==> src/rtl/int_clk_divider_pkg.sv <==
// int_clk_divider_pkg: shared clock-generation constants and the divider state type.
package int_clk_divider_pkg;
    localparam int DEF_RATIO_WD  = 8;
    localparam int MIN_DIV_RATIO = 2;
    localparam int DIV_1         = 1;
    localparam int DIV_2         = 2;
    localparam int DIV_4         = 4;
    localparam int DIV_8         = 8;
    typedef enum logic {BYPASS = 1'b0, DIVIDE = 1'b1} div_state_e;
endpackage

==> src/rtl/int_clk_divider_clk_mux.sv <==
// clk_mux_cell: 2:1 clock mux, kept as its own module so a library clock-mux cell can replace it.
module clk_mux_cell (
    input  logic IN_0,
    input  logic IN_1,
    input  logic SEL,
    output logic OUT
);
    assign OUT = SEL ? IN_1 : IN_0;
endmodule

==> src/rtl/int_clk_divider.sv <==
// int_clk_divider: integer clock divider (even/odd N) with ratio updates at period boundaries
// and a bypass path (output = CLK) when disabled or N < 2.
module int_clk_divider
    import int_clk_divider_pkg::*;
#(
    parameter int RATIO_WD = DEF_RATIO_WD
) (
    input  logic                CLK,
    input  logic                RST,
    input  logic                i_clk_en,
    input  logic [RATIO_WD-1:0] i_div_ratio,
    output logic                o_div_clk,
    output logic                o_active
);
    div_state_e          state_q, state_n;
    logic [RATIO_WD-1:0] cnt, cnt_n, ratio_q, ratio_n;
    logic                div_q, div_n, valid, wrap;

    assign valid = i_clk_en && (i_div_ratio >= RATIO_WD'(MIN_DIV_RATIO));
    assign wrap  = (cnt == ratio_q - RATIO_WD'(1));

    always_ff @(posedge CLK or negedge RST) begin
        if (!RST) begin
            state_q <= BYPASS;
            cnt     <= '0;
            ratio_q <= '0;
            div_q   <= 1'b0;
        end else begin
            state_q <= state_n;
            cnt     <= cnt_n;
            ratio_q <= ratio_n;
            div_q   <= div_n;
        end
    end

    // On the wrap cycle the low/high split is taken from the ratio being latched for the new period.
    always_comb begin
        state_n = state_q;
        cnt_n   = cnt;
        ratio_n = ratio_q;
        div_n   = div_q;
        if (state_q == BYPASS) begin
            if (valid) begin
                state_n = DIVIDE;
                ratio_n = i_div_ratio;
                cnt_n   = '0;
                div_n   = 1'b0;
            end
        end else if (!valid) begin
            state_n = BYPASS;
            cnt_n   = '0;
            div_n   = 1'b0;
        end else begin
            cnt_n   = wrap ? '0 : cnt + RATIO_WD'(1);
            ratio_n = wrap ? i_div_ratio : ratio_q;
            div_n   = (cnt_n >= (ratio_n >> 1));
        end
    end

    assign o_active = (state_q == DIVIDE);

    clk_mux_cell u_clk_mux (
        .IN_0(CLK),
        .IN_1(div_q),
        .SEL (o_active),
        .OUT (o_div_clk)
    );
endmodule

==> config.mk <==
export PLATFORM = sky130hd
export DESIGN_NAME = int_clk_divider
export DESIGN_NICKNAME = d
export VERILOG_FILES = /design/src/rtl/int_clk_divider_pkg.sv /design/src/rtl/int_clk_divider_clk_mux.sv /design/src/rtl/int_clk_divider.sv
export SDC_FILE = /design/constraint.sdc
export NUM_CORES = 1
export LEC_CHECK = 0
export ABC_CLOCK_PERIOD_IN_PS = 5800
export BUFFER_PORTS_ARGS = -buffer_cell sky130_fd_sc_hd__buf_4
export CAP_MARGIN = 20
export CORE_ASPECT_RATIO = 2
export CORE_MARGIN = 1.5
export CORE_UTILIZATION = 40
export CTS_CLUSTER_DIAMETER = 30
export DETAILED_ROUTE_END_ITERATION = 6
export MAX_ROUTING_LAYER = met4
export SLEW_MARGIN = 0
export SYNTH_ARGS = -nofsm -noshare
export SYNTH_HDL_FRONTEND = slang
export SYNTH_SLANG_ARGS = --single-unit
==> constraint.sdc <==
create_clock -name CLK -period 5.8 [get_ports CLK]
set_input_delay 1.74 -clock CLK [delete_from_list [all_inputs] [get_ports CLK]]
set_output_delay 1.74 -clock CLK [all_outputs]
set_load 0.01 [all_outputs]
==> flow_summary.yaml <==
die:
  die_w_um: 50.2
  die_area_mm2: 0.00488
  core_mm2: 0.00430
  fp.dieH_um: 97.4
  initial_core_util_pct: 41.4
  ios: 13
  fp-row-count: 34
power_and_ir_drop:
  switching_power_uw: 113
  internal_power_uw: 266
  pwr-share-clk_pct: 39.8
  pwr-share-seq_pct: 39.2
  p_leak_nw: 0.799
  max-vdd-ir-drop_uv: 110
  power.density_mw_per_mm2: 194
  combinationalPowerShare_pct: 21.0
  power_switching_share_pct: 29.8
synthesis:
  yosysTopAreaCell: "dfrtp_1"
  synth_seq_cells: 18
  synth_edf_count: 0
  avgSynthCellArea_um2: 8.95
  yosysMostFrequentCell: "nand2_1"
  synth_area_leaders: "dfrtp_1, ha_1, nand2_1"
  ys.flop_type: "dfrtp_1"
  netlist_area_mm2: 0.00178
  yosysWarnings: 0
  netlist.area_leader.share_pct: 25.3
  syn-num-nets: 219
  yosys-top-cells-count: "nand2_1, dfrtp_1, nor2_1, ha_1, nor3b_1"
  synth_cell_types: 46
  ys_seq_area_share_pct: 25.3
  syn-instance-count: 199
  synthArstFlopShare_pct: 100
placement:
  io_buffers: 12
  dp_hpwl_um: 3430
  routabilityCongestion: 0.873
  postPlaceCellArea_mm2: 0.00187
finish:
  filler_cell_count: 421
  antenna_cells: 0
  nets: 227
  syn2layout_area_growth_pct: 9.84
  finalInstanceArea_mm2: 0.00196
  drive_gt1_share_pct: 18.5
worst_setup_path:
  path_max_fanout: 2
  cp-start-kind: "clock port"
  arrival_ns: 3.52
  cp.required_ns: 4.06
  crit_type: "clk -> out"
  critPathCaptureType: "output port"
route:
  antenna_left: 0
  wl_um: 4530
  drt_iter0_markers: 51
  routedWlPerCell_um: 17.5
  drc: 0
  viasPerCell: 6.09
  vias: 1577
  first_pass_iters: 4
clock_network:
  ctsResizeCount: 0
  clkTransAtPathRegs_ns: 0.07
  clk_latency_ns: 0.36
  tritoncts: "done"
  postCtsSetupBuffers: 0
  cts_hold_buf: 0
global_routing:
  antenna_found_initial: 0
  grt_pass1_wl_um: 7840
  top_usage_layer: "met2"
  met3_usage_pct: 2.46
  grt_start_max_net_pins: 27
  grt_pass1_vias: 1582
  overflow: 0
  use_met2_pct: 36.5
  grt_use_met1_pct: 22.7
  track_usage_pct: 21.9
run_status:
  status: "finished clean"
sta:
  slew_violations: 0
  rsz0062_at_grt: "no"
  max_slew_margin_pct: 55.3
  finalSetupViolCount: 0
  fin_skew_ns: 0.00295
  hold_viol: 0
  setup-tns-final_ns: 0
  worstMarginPinSlew_ns: 0.669
hold_path:
  hold_path_class: "reg -> reg"
run:
  max-cap-violations: 0
==> final timing paths <==
path                                        startpoint                endpoint  slack, ns  cells after the start
worst max-delay path                               CLK               o_div_clk       0.54                      4
worst min-delay path                 div_q$_DFFE_PN0P_       div_q$_DFFE_PN0P_       0.54                      2
worst max register to register  ratio_q[0]$_DFFE_PN0P_       div_q$_DFFE_PN0P_       2.18                     15
worst min register to register       div_q$_DFFE_PN0P_       div_q$_DFFE_PN0P_       0.54                      2
max in group asynchronous                          RST  ratio_q[6]$_DFFE_PN0P_       4.36                      1
min in group asynchronous                          RST      cnt[1]$_DFFE_PN0P_       1.24                      1
==> layer usage <==
layer | wire length, um | vias to the layer above
met2 | 2510 | 38
met4 | 235 | 0
met5 | 0 | -
li1 | - | 768
met3 | 76 | 16
met1 | 1710 | 755
==> power groups by stage <==
stage	logic, mW	clock network (mW)	registers [mW]
global route	0.0897	0.165	0.150
CTS	0.0803	0.160	0.149
finish	0.0794	0.151	0.149
detailed placement	0.0798	0.0111	0.151
global placement	0.0794	0.0111	0.151
floorplan	0.0600	0.00599	0.145
==> state kept, by name (all words and copies together) (netlist names) <==
| register | flops |
|---|---|
| cnt | 8 |
| o_active | 1 |
| ratio_q | 8 |
| div_q | 1 |
==> final cells by class <==
type | count | area, um2 | area share (%)
multi-input cells | 162 | 1230 | 63.0
flip-flops and latches | 18 | 450 | 23.0
repair buffers | 13 | 97.6 | 4.99
clock buffers | 7 | 90.1 | 4.61
well taps | 54 | 67.6 | 3.45
inverters | 5 | 18.8 | 0.960
==> critical path, stage by stage <==
cell      delay (ns)
clkbuf_8        0.11
clkbuf_8        0.11
mux2_2          0.25
buf_4           0.14
==> stage by stage <==
stage / setup slack, ns / hold WS [ns] / utilization, % / power [mW] / std cells
3_3_place_gp: 0.785 / 0.550 / 43.6 / 0.242 / 253
5_1_grt: 0.522 / 0.584 / 45.5 / 0.404 / 259
3_5_place_dp: 0.785 / 0.540 / 43.6 / 0.242 / 253
4_1_cts: 0.529 / 0.556 / 45.5 / 0.388 / 259
6_report: 0.541 / 0.545 / 45.5 / 0.379 / 259
2_1_floorplan: 0.888 / 0.501 / - / 0.211 / 199
==> cells by family after synthesis <==
| logic type | Yosys count | synth area share, % |
|---|---|---|
| compound gates | 40 | 21.0 |
| xor+xnor | 14 | 6.89 |
| fa+ha+maj | 9 | 6.32 |
| buf+inv | 19 | 5.55 |
| flops | 18 | 25.3 |
| mux | 9 | 5.20 |
| simple gates | 90 | 29.7 |
==> placed cells by master (no fill, tap or decap), drive strengths merged <==
cell type,n
a21o,2
a21oi,3
a221o,1
a221oi,10
a311oi,2
and2,8
and3,6
and4,4
buf,14
clkbuf,6
clkinv,1
dfrtp,18
ha,9
inv,4
mux2,2
mux2i,7
nand2,26
nand2b,2
nand3,7
nand3b,1
nand4,4
nor2,11
nor2b,2
nor3,4
nor3b,11
nor4,1
o2111ai,1
o211ai,3
o21ai,4
o311a,1
o311ai,9
o31ai,4
or2,2
or4,1
xnor2,8
xor2,6
(Power assumes the default switching activity.)
